$ cat src/rtl/risc0_io_ctrl.sv
// Memory-mapped IO controller for the RISC0 core: ms timer, switch sync, LEDs, UART TX, RX FIFO.
// Optional timer-compare interrupt at register index 4 is enabled with `define IO_IRQ_EN.
module risc0_io_ctrl #(
  parameter int DIV        = 25000,
  parameter int SW_W       = 8,
  parameter int LED_W      = 8,
  parameter int FIFO_DEPTH = 8
) (
  input  logic             clk,
  input  logic             rst,
  input  logic             iord,
  input  logic             iowr,
  input  logic [5:0]       ioadr,
  input  logic [31:0]      outbus,
  output logic [31:0]      inbus,
  input  logic [SW_W-1:0]  swi,
  output logic [LED_W-1:0] leds,
  input  logic [7:0]       dataRx,
  input  logic             rdyRx,
  output logic             doneRx,
  output logic [7:0]       dataTx,
  output logic             startTx,
  input  logic             rdyTx,
  output logic             irq
);
  localparam int CW = (DIV > 1) ? $clog2(DIV) : 1;
  localparam int AW = (FIFO_DEPTH > 1) ? $clog2(FIFO_DEPTH) : 1;

  typedef enum logic [1:0] {S_IDLE, S_ACK, S_WAIT} rx_st_t;

  logic [3:0]        idx;
  logic              wr0, wr1, wr2, wr3, rd2;
  logic [CW-1:0]     cnt0;
  logic [31:0]       cnt1;
  logic              ms_tick;
  logic [SW_W-1:0]   swi_s1, swi_s2;
  logic              txdrop, ovf;
  rx_st_t            state, nstate;
  logic              push, push_ok, pop, full, drop;
  logic [7:0]        mem [FIFO_DEPTH];
  logic [AW-1:0]     wp, rp;
  logic [AW:0]       count;
  logic [7:0]        count_b;
  logic              unused_bits;

  assign idx     = ioadr[5:2];
  assign wr0     = iowr && (idx == 4'd0);
  assign wr1     = iowr && (idx == 4'd1);
  assign wr2     = iowr && (idx == 4'd2);
  assign wr3     = iowr && (idx == 4'd3);
  assign rd2     = iord && (idx == 4'd2);
  assign ms_tick = (cnt0 == CW'(DIV - 1));
  assign count_b = 8'(count);
  assign unused_bits = ^{ioadr[1:0], outbus};

  // Timer: a clear write beats the millisecond increment
  always_ff @(posedge clk or negedge rst) begin
    if (!rst) begin
      cnt0 <= '0;
      cnt1 <= '0;
    end else if (wr0) begin
      cnt0 <= '0;
      cnt1 <= '0;
    end else if (ms_tick) begin
      cnt0 <= '0;
      cnt1 <= cnt1 + 32'd1;
    end else begin
      cnt0 <= cnt0 + 1'b1;
    end
  end

  always_ff @(posedge clk or negedge rst) begin
    if (!rst) begin
      swi_s1  <= '0;
      swi_s2  <= '0;
      leds    <= '0;
      dataTx  <= '0;
      startTx <= 1'b0;
      txdrop  <= 1'b0;
      ovf     <= 1'b0;
    end else begin
      swi_s1  <= swi;
      swi_s2  <= swi_s1;
      startTx <= 1'b0;
      if (wr1) leds <= outbus[LED_W-1:0];
      if (wr2 && rdyTx) begin
        dataTx  <= outbus[7:0];
        startTx <= 1'b1;
      end
      // sticky flags: clear first so a same-cycle set wins
      if (wr3 && outbus[3]) txdrop <= 1'b0;
      if (wr2 && !rdyTx)    txdrop <= 1'b1;
      if (wr3 && outbus[2]) ovf <= 1'b0;
      if (drop)             ovf <= 1'b1;
    end
  end

  // RX handshake: capture once, acknowledge, then wait for rdyRx to drop
  always_ff @(posedge clk or negedge rst) begin
    if (!rst) state <= S_IDLE;
    else      state <= nstate;
  end

  always_comb begin
    nstate = state;
    push   = 1'b0;
    doneRx = 1'b0;
    case (state)
      S_IDLE: if (rdyRx) begin
        push   = 1'b1;
        nstate = S_ACK;
      end
      S_ACK: begin
        doneRx = 1'b1;
        nstate = S_WAIT;
      end
      S_WAIT: if (!rdyRx) nstate = S_IDLE;
      default: nstate = S_IDLE;
    endcase
  end

  // A same-cycle pop frees the slot for a push into a full FIFO
  assign full    = (count == (AW+1)'(FIFO_DEPTH));
  assign pop     = rd2 && (count != '0);
  assign push_ok = push && (!full || pop);
  assign drop    = push && !push_ok;

  always_ff @(posedge clk or negedge rst) begin
    if (!rst) begin
      wp    <= '0;
      rp    <= '0;
      count <= '0;
    end else begin
      if (push_ok) wp <= wp + 1'b1;
      if (pop)     rp <= rp + 1'b1;
      if (push_ok && !pop)      count <= count + 1'b1;
      else if (!push_ok && pop) count <= count - 1'b1;
    end
  end

  always_ff @(posedge clk) begin
    if (push_ok) mem[wp] <= dataRx;
  end

`ifdef IO_IRQ_EN
  logic [31:0] cmp;
  logic        armed, irq_hit;

  assign irq_hit = armed && ms_tick && !wr0 && ((cnt1 + 32'd1) == cmp);

  always_ff @(posedge clk or negedge rst) begin
    if (!rst) begin
      cmp   <= '0;
      armed <= 1'b0;
      irq   <= 1'b0;
    end else begin
      if (iowr && (idx == 4'd4)) begin
        cmp   <= outbus;
        armed <= 1'b1;
      end else if (irq_hit) begin
        armed <= 1'b0;
      end
      if (irq_hit)                           irq <= 1'b1;
      else if ((iord || iowr) && idx == 4'd4) irq <= 1'b0;
    end
  end
`else
  assign irq = 1'b0;
`endif

  always_comb begin
    inbus = '0;
    case (idx)
      4'd0: inbus = cnt1;
      4'd1: inbus = 32'(swi_s2);
      4'd2: if (count != '0) inbus = {24'b0, mem[rp]};
      4'd3: inbus = {16'b0, count_b, 4'b0, txdrop, ovf, rdyTx, count != '0};
`ifdef IO_IRQ_EN
      4'd4: inbus = cmp;
`endif
      default: inbus = '0;
    endcase
  end
endmodule

$ cat config.mk
export PLATFORM = sky130hd
export DESIGN_NAME = risc0_io_ctrl
export DESIGN_NICKNAME = d
export VERILOG_FILES = /design/src/rtl/risc0_io_ctrl.sv
export SDC_FILE = /design/constraint.sdc
export NUM_CORES = 1
export LEC_CHECK = 0
export BUFFER_PORTS_ARGS = -buffer_cell sky130_fd_sc_hd__buf_2
export CAP_MARGIN = 20
export CORE_MARGIN = 2
export CORE_UTILIZATION = 36
export DETAILED_ROUTE_END_ITERATION = 8
export PLACE_DENSITY = 0.66
export RECOVER_POWER = 100
export SETUP_SLACK_MARGIN = 0.3
export SLEW_MARGIN = 20
export SYNTH_ARGS = -nofsm -noshare
export SYNTH_HDL_FRONTEND = slang
export SYNTH_SLANG_ARGS = --single-unit
$ cat constraint.sdc
create_clock -name clk -period 3.6 [get_ports clk]
set_input_delay 0.18 -clock clk [delete_from_list [all_inputs] [get_ports clk]]
set_output_delay 0.18 -clock clk [all_outputs]
set_load 0.02 [all_outputs]
==> impl_metrics.yaml, run 1 <==
place:
  dp_slack_ns: 0.425
  routabilityCongestion: 0.798
  port_buffers: 83
  hpwl_mm: 10.8
logic_synthesis:
  yosysSeqAreaShare: 0.611
  synth_seq_cells: 158
  syn_area_per_cell_um2: 12.8
  yosysUniqueCellTypes: 41
  yosys_warnings: 0
  syn_area_um2: 6990
  syn-num-nets: 616
  syn_inst: 548
run_status:
  failed_checks: "capacitance limit, slew limit"
  status: "complete, but fails checks"
final_layout:
  final_common_cell: "dfrtp_1"
  diodes: 0
  fin_nets: 719
  drive_gt1_frac: 0.154
  area_delta_synth_final_pct: 19.3
  final_cell_mix: "94 x dfrtp_1, 67 x clkbuf_1, 64 x edfxtp_1"
  seq_area_um2: 4270
  n_fill_cell: 1807
  multiInputGateArea_um2: 2580
floorplan:
  num_rows: 50
  die_h_um: 143
  dieArea_um2: 20600
  ios: 111
  initial_core_util: 0.370
  chipWidth_um: 143
  core_area_um2: 18900
sta:
  fmaxAchievable_mhz: 311
  finalClockSkew_ns: 0.00856
  setup_slack_ns: 0.384
  tightest_slew_ns: 1.75
  tns_ns: 0
  final_hold_viol_count: 0
  relSlewSlack: -0.169
  setup_viol: 0
  fin_crit_sh: 0.893
  period_minus_slack_ns: 3.22
  slew_violations: 72
  rsz0062_at_grt: "false"
routing:
  wire_per_inst_um: 17.1
  routed_via_density: 4.98
  via_count: 4602
  drt_iter0_markers: 338
  dr.pass1.iters: 4
  drc_errors: 0
  drt_wl_total_mm: 15.8
  ant_nets: 0
grt:
  antenna_found_initial: 0
  grt_pass1_vias: 4708
  grt_pass1_wl_mm: 24.9
  grt_max_degree: 72
  grt.overflow.total: 0
  track_usage: 0.160
hold_path:
  worstHoldPathType: "in -> reg"
  whs_path_depth: 2
setup_path:
  end_kind: "flip-flop"
  r2r_cells: 12
  path_max_fanout: 6
  worst_ep_arrival_time_ns: 3.54
  required_ns: 3.93
  worstSetupPathType: "reg -> reg"
  start_kind: "flip-flop"
power:
  vdd_drop_max_uv: 386
  power_density_nw_per_um2: 641
  p_leak_nw: 3.19
cts:
  path_clk_slew_ns: 0.06
  cts_tree: "built"
  postCtsSetupBuffers: 0
  clockBufferDepth: 2
  cts_buffers: 17
  root_buffer: "clkbuf_16"
  clock_sinks: 158
  cts.htree.levels: 4
  clk-insertion-delay-late_ns: 0.42
run:
  max-cap-violations: 1
==> through the flow <==
stage	cells	util	power [mW]	hold slack (ns)	instance area, µm²
global placement	877	0.410	3.60	0.292	7740
floorplan	548	-	3.28	-0.116	6990
detailed placement	877	0.410	3.67	0.290	7740
finish	924	0.441	5.35	0.0259	8340
CTS	924	0.447	5.44	0.00617	8450
global route	924	0.441	5.64	0.0160	8340
==> cells by family (layout without fill, tap and decap cells) <==
kind of cell | after synthesis | after routing | synth area share
AND/OR/NAND/NOR | 214 | 214 | 0.163
flip-flops | 158 | 158 | 0.611
multiplexers | 49 | 49 | 0.102
XOR/XNOR | 46 | 46 | 0.0576
AO/OA/AOI/OAI | 36 | 36 | 0.0295
buffers and inverters | 36 | 152 | 0.0208
adder cells (fa/ha/maj) | 8 | 8 | 0.0154
other | 1 | 1 | 0.000536
==> final timing paths <==
kind,start,endpoint,slack (ns)
setup / recovery,count[1],count[3],0.38
hold / removal,outbus[3],leds[3],0.03
setup reg to reg,count[1],count[3],0.38
hold reg to reg,swi_s1[0],swi_s2[0],0.35
max in group asynchronous,rst,cnt1[27],0.84
min in group asynchronous,rst,cnt1[25],0.77
==> cells in the mapped netlist (all sizes together) <==
master  number  area [µm²]
o22ai        7        43.8
a221o        1        10.0
nor3        13        65.1
o21ai       11        55.1
xnor2       33         289
nand2       33         124
or3          8        50.1
nand2b       3        18.8
nand4       10        68.8
and2        21         131
a22oi        4        30.0
nor4b        3        26.3
nand3b       2        15.0
edfxtp      64        1920
nor2        59         221
nand3       20         100
mux4        16         360
nor3b        4        30.0
xor2        13         114
a21oi       12        60.1
buf          8        40.0
inv          6        22.5
clkbuf      22        82.6
nor4        12        90.1
or4b         1        10.0
and4        11        96.3
nor2b        3        18.8
and4b        1        10.0
fa           1        20.0
dfrtp       94        2350
mux2i       15         150
mux2        18         203
conb         1        3.75
or2          1        6.26
ha           7        87.6
and3         9        56.3
a21o         1        7.51
==> state kept, by name (all words and copies together) (netlist names) <==
signal	count
cnt1	32
dataTx	8
mem	64
txdrop	1
startTx	1
state	2
cnt0	15
count	4
wp	3
rp	3
leds	8
swi_s1	8
swi_s2	8
ovf	1
==> routing by layer <==
layer	track usage	part of all wire	routed length [µm]
met5	0	0	0
met4	0.0413	0.0092	146
met3	0.0453	0.043	674
met2	0.279	0.53	8350
met1	0.196	0.42	6610
==> area by class of cell <==
type	instances	area share
multi-input cells	354	0.309
clock buffers	22	0.0545
clock inverters	10	0.0135
repair buffers	114	0.0689
inverters	6	0.00270
well taps	260	0.0390
flip-flops and latches	158	0.512
==> power by group <==
group | total (mW) | internal [mW] | switching (mW) | leakage [nW]
sequential | 2.49 | 2.17 | 0.320 | 1.76
combinational | 1.12 | 0.548 | 0.577 | 1.16
clock | 1.73 | 1.04 | 0.698 | 0.274
==> critical path, cell delays in order, from the launching register on <==
cell and delay, ns:
dfrtp_1 0.45, or4b_2 0.70, a21oi_1 0.17, nand2b_1 0.26, inv_1 0.15, ha_1 0.25
inv_1 0.12, ha_1 0.24, a21o_1 0.17, a21oi_1 0.17, xnor2_1 0.08, nor2_1 0.14
xor2_1 0.22
==> repair_timing <==
item,4_1_cts,5_1_grt
resized for setup,0,1
setup endpoints to repair,0,1
endpoints found under the hold margin,89,0
hold buffers,15,0
No activity file was read; power rests on OpenSTA's default activity.
==> run 2, diff against run 1 <==
--- a/config.mk
+++ b/config.mk
@@ -5,12 +5,14 @@
 export SDC_FILE = /design/constraint.sdc
 export NUM_CORES = 1
 export LEC_CHECK = 0
+export ABC_AREA = 1
 export BUFFER_PORTS_ARGS = -buffer_cell sky130_fd_sc_hd__buf_2
 export CAP_MARGIN = 20
 export CORE_MARGIN = 2
 export CORE_UTILIZATION = 36
+export CTS_CLUSTER_SIZE = 28
 export DETAILED_ROUTE_END_ITERATION = 8
-export PLACE_DENSITY = 0.66
+export PLACE_DENSITY = 0.65
 export RECOVER_POWER = 100
 export SETUP_SLACK_MARGIN = 0.3
 export SLEW_MARGIN = 20
==> run 2 against run 1 <==
  * The run still ends with capacitance limit, slew limit left
  * Combinational power about the same
  * Area after synthesis increased by 10%
  * Die area increased by 10%
  * Via count increased by 36%
  * Critical endpoint unchanged
  * Total power decreased by 2.8%
  * Utilization decreased by 1.6 points
  * Cell area increased by 7.2%
  * Critical path depth increased by 4
  * Worst hold slack got worse by 0.012 ns
==> impl_metrics.yaml, run 2 <==
place:
  hpwl_mm: 13.0
  port_buffers: 83
  dp_slack_ns: 0.836
  routabilityCongestion: 0.894
  dp_cells: 1246
logic_synthesis:
  synth_flop_cell: "dfrtp_1"
  synthArstFlopShare: 0.595
  synth_top_family_by_area: "simple AND/OR/NAND/NOR gates"
  synthAdderAreaFrac: 0.0139
  syn-num-nets: 971
  synth_seq_cells: 158
  yosys.area_share.simple: 0.269
  synth-xor-area-share: 0.0125
  ys_top_cells_by_area: "dfrtp_1 30%, edfxtp_1 25%, nand2_1 10%"
  synth_mux_area_frac: 0.00146
  syn_area_per_cell_um2: 8.55
  synth-compound-area-share: 0.0826
  yosysSeqAreaShare: 0.553
  yosys_warnings: 0
  syn_area_um2: 7720
  ys_top_cells_by_count: "209 x nand2_1, 166 x nor2_1, 94 x dfrtp_1, 94 x inv_1, 78 x o21ai_0"
  synth_top_area_frac: 0.305
  synth_top_area_cell: "dfrtp_1"
  synth_edf_count: 64
  yosysUniqueCellTypes: 38
  synth_most_common_cell: "nand2_1"
  syn_inst: 903
floorplan:
  chipWidth_um: 150
  ios: 111
  initial_core_util: 0.367
  core_area_um2: 21000
  dieArea_um2: 22600
  num_rows: 53
  die_h_um: 150
final_layout:
  largest_reg_flops: 64
  seq_area_um2: 4270
  final_common_cell: "nand2_1"
  final_cells: 1288
  reg_top3: "mem (64), cnt1 (32), cnt0 (15)"
  final_cell_mix: "210 x nand2_1, 169 x nor2_1, 96 x inv_1"
  drive_gt1_frac: 0.0701
  final_util: 0.425
  area_delta_synth_final_pct: 15.7
  fin_nets: 1068
  regMostFlops: "mem"
  diodes: 0
  n_fill_cell: 2144
  multiInputGateArea_um2: 2890
sta:
  setup_viol: 0
  fmaxAchievable_mhz: 336
  relSlewSlack: -0.501
  slew_violations: 66
  rsz0062_at_grt: "false"
  final_hold_viol_count: 0
  tns_ns: 0
  setup_slack_ns: 0.626
  finalClockSkew_ns: 0.00815
  fin_crit_sh: 0.826
  period_minus_slack_ns: 2.97
  tightest_slew_ns: 2.25
setup_path:
  path_max_fanout: 9
  worst-path-buf-inv: 2
  worst_ep_arrival_time_ns: 3.27
  cpMaxStageDelayCell: "dfrtp_1"
  rr_startpoint: "count[1]"
  end_kind: "flip-flop"
  crit_path_max_incr_delay_ns: 0.44
  cp_common_cell: "nand2_1"
  worstSetupPathType: "reg -> reg"
  r2r_cells: 16
  rr_endpoint: "count[3]"
  crit_chain: "nor2_1 > nand2_1 > nor2_1 > nor2_4 > nand2_1 > nand3_4 > nand2_4 > inv_1 > ha_1 > inv_1 > ha_1 > a21oi_1 > nand2_1 > a21oi_1 > o21ai_0 > xor2_1"
  required_ns: 3.89
  start_kind: "flip-flop"
  crit_family: "simple AND/OR/NAND/NOR gates"
  rrSetupSlack_ns: 0.63
cts:
  clock_sinks: 158
  root_buffer: "clkbuf_16"
  cts.htree.levels: 4
  cts_buffers: 17
  clockBufferDepth: 2
  path_clk_slew_ns: 0.06
  cts_resized: 0
  cts_tree: "built"
  postCtsSetupBuffers: 0
  hold_buffers: 10
  clk-insertion-delay-late_ns: 0.42
run:
  max-cap-violations: 2
routing:
  drt_iter0_markers: 431
  wire_per_inst_um: 14.6
  ant_nets: 0
  drt_wl_total_mm: 18.8
  via_count: 6237
  routed_via_density: 4.84
  drc_errors: 0
  dr.pass1.iters: 5
run_status:
  failed_checks: "capacitance limit, slew limit"
  status: "complete, but fails checks"
power:
  vdd_drop_max_uv: 343
  finalPower_mw: 5.20
  p_leak_nw: 3.67
  power_density_nw_per_um2: 582
grt:
  grt_pass1_vias: 5880
  track_usage: 0.173
  antenna_found_initial: 0
  grt_max_degree: 52
  grt_pass1_wl_mm: 30.4
  grt.overflow.total: 0
hold_path:
  holdPathEnd: "state[1]"
  worstHoldStart: "rdyRx"
  worstHoldPathType: "in -> reg"
  whs_path_depth: 3
[run 2: cell types whose count changed in the layout (fill, tap and decap cells not counted), sizes merged, moves of 11 or more]
cell | previous run | this run
mux4 | 16 | 0
nand3 | 20 | 59
buf | 35 | 24
inv | 7 | 102
and4 | 11 | 0
o21ai | 11 | 80
xnor2 | 33 | 2
nor4 | 12 | 0
nor2 | 59 | 178
nand2 | 33 | 212
and2 | 21 | 1
mux2 | 18 | 1
mux2i | 15 | 0
[run 2: logic make-up (layout without fill, tap and decap cells)]
kind of cell	Yosys count	in the layout
simple gates	482	482
flops	158	158
buf+inv	125	235
compound gates	117	117
xor+xnor	11	11
fa+ha+maj	8	8
other cells	1	1
mux	1	1
[run 2: worst register-to-register path: cells and delay by family (launching register included)]
family | cells | cell delay (ns)
XOR/XNOR | 1 | 0.15
buffers and inverters | 2 | 0.22
flip-flops | 1 | 0.44
adder cells (fa/ha/maj) | 2 | 0.49
AND/OR/NAND/NOR | 8 | 1.15
AO/OA/AOI/OAI | 3 | 0.41
[run 2: per-layer routing]
metal  wire length [µm]  track usage  vias up
met3                917       0.0336       15
li1                   -            -     3136
met4                170       0.0476        0
met5                  0            0        -
met1               8730        0.241     2921
met2               8980        0.277      165
[run 2: final cells by class]
cell class / instances / area share
Sequential cell: 158 / 0.478
Multi-Input combinational cell: 620 / 0.324
Timing Repair Buffer: 105 / 0.0556
Clock buffer: 23 / 0.0549
Inverter: 98 / 0.0411
Tap cell: 275 / 0.0385
Clock inverter: 9 / 0.00840
[run 2: report_power, final]
part	total, mW	switching (mW)	leakage (nW)	internal (mW)
combinational	1.15	0.747	1.62	0.399
sequential	2.35	0.243	1.79	2.11
clock	1.70	0.726	0.266	0.976
total	5.20	1.72	3.67	3.49
[run 2: per-stage QoR]
step,hold WS (ns),instance area [µm²]
floorplan,-0.116,7720
global placement,0.289,8430
detailed placement,0.289,8430
CTS,0.000429,9100
global route,0.0171,8940
finish,0.0140,8940
[run 2: worst max-delay path by stage]
stage                           to  cells past startpoint  startpoint
final                     count[3]                     16    count[1]
after global routing       cnt0[5]                      8    ioadr[5]
after CTS                 count[3]                     16    count[1]
after detailed placement  count[3]                     16    count[1]
after global placement    count[3]                     16    count[0]
after floorplan           count[3]                     16    count[0]
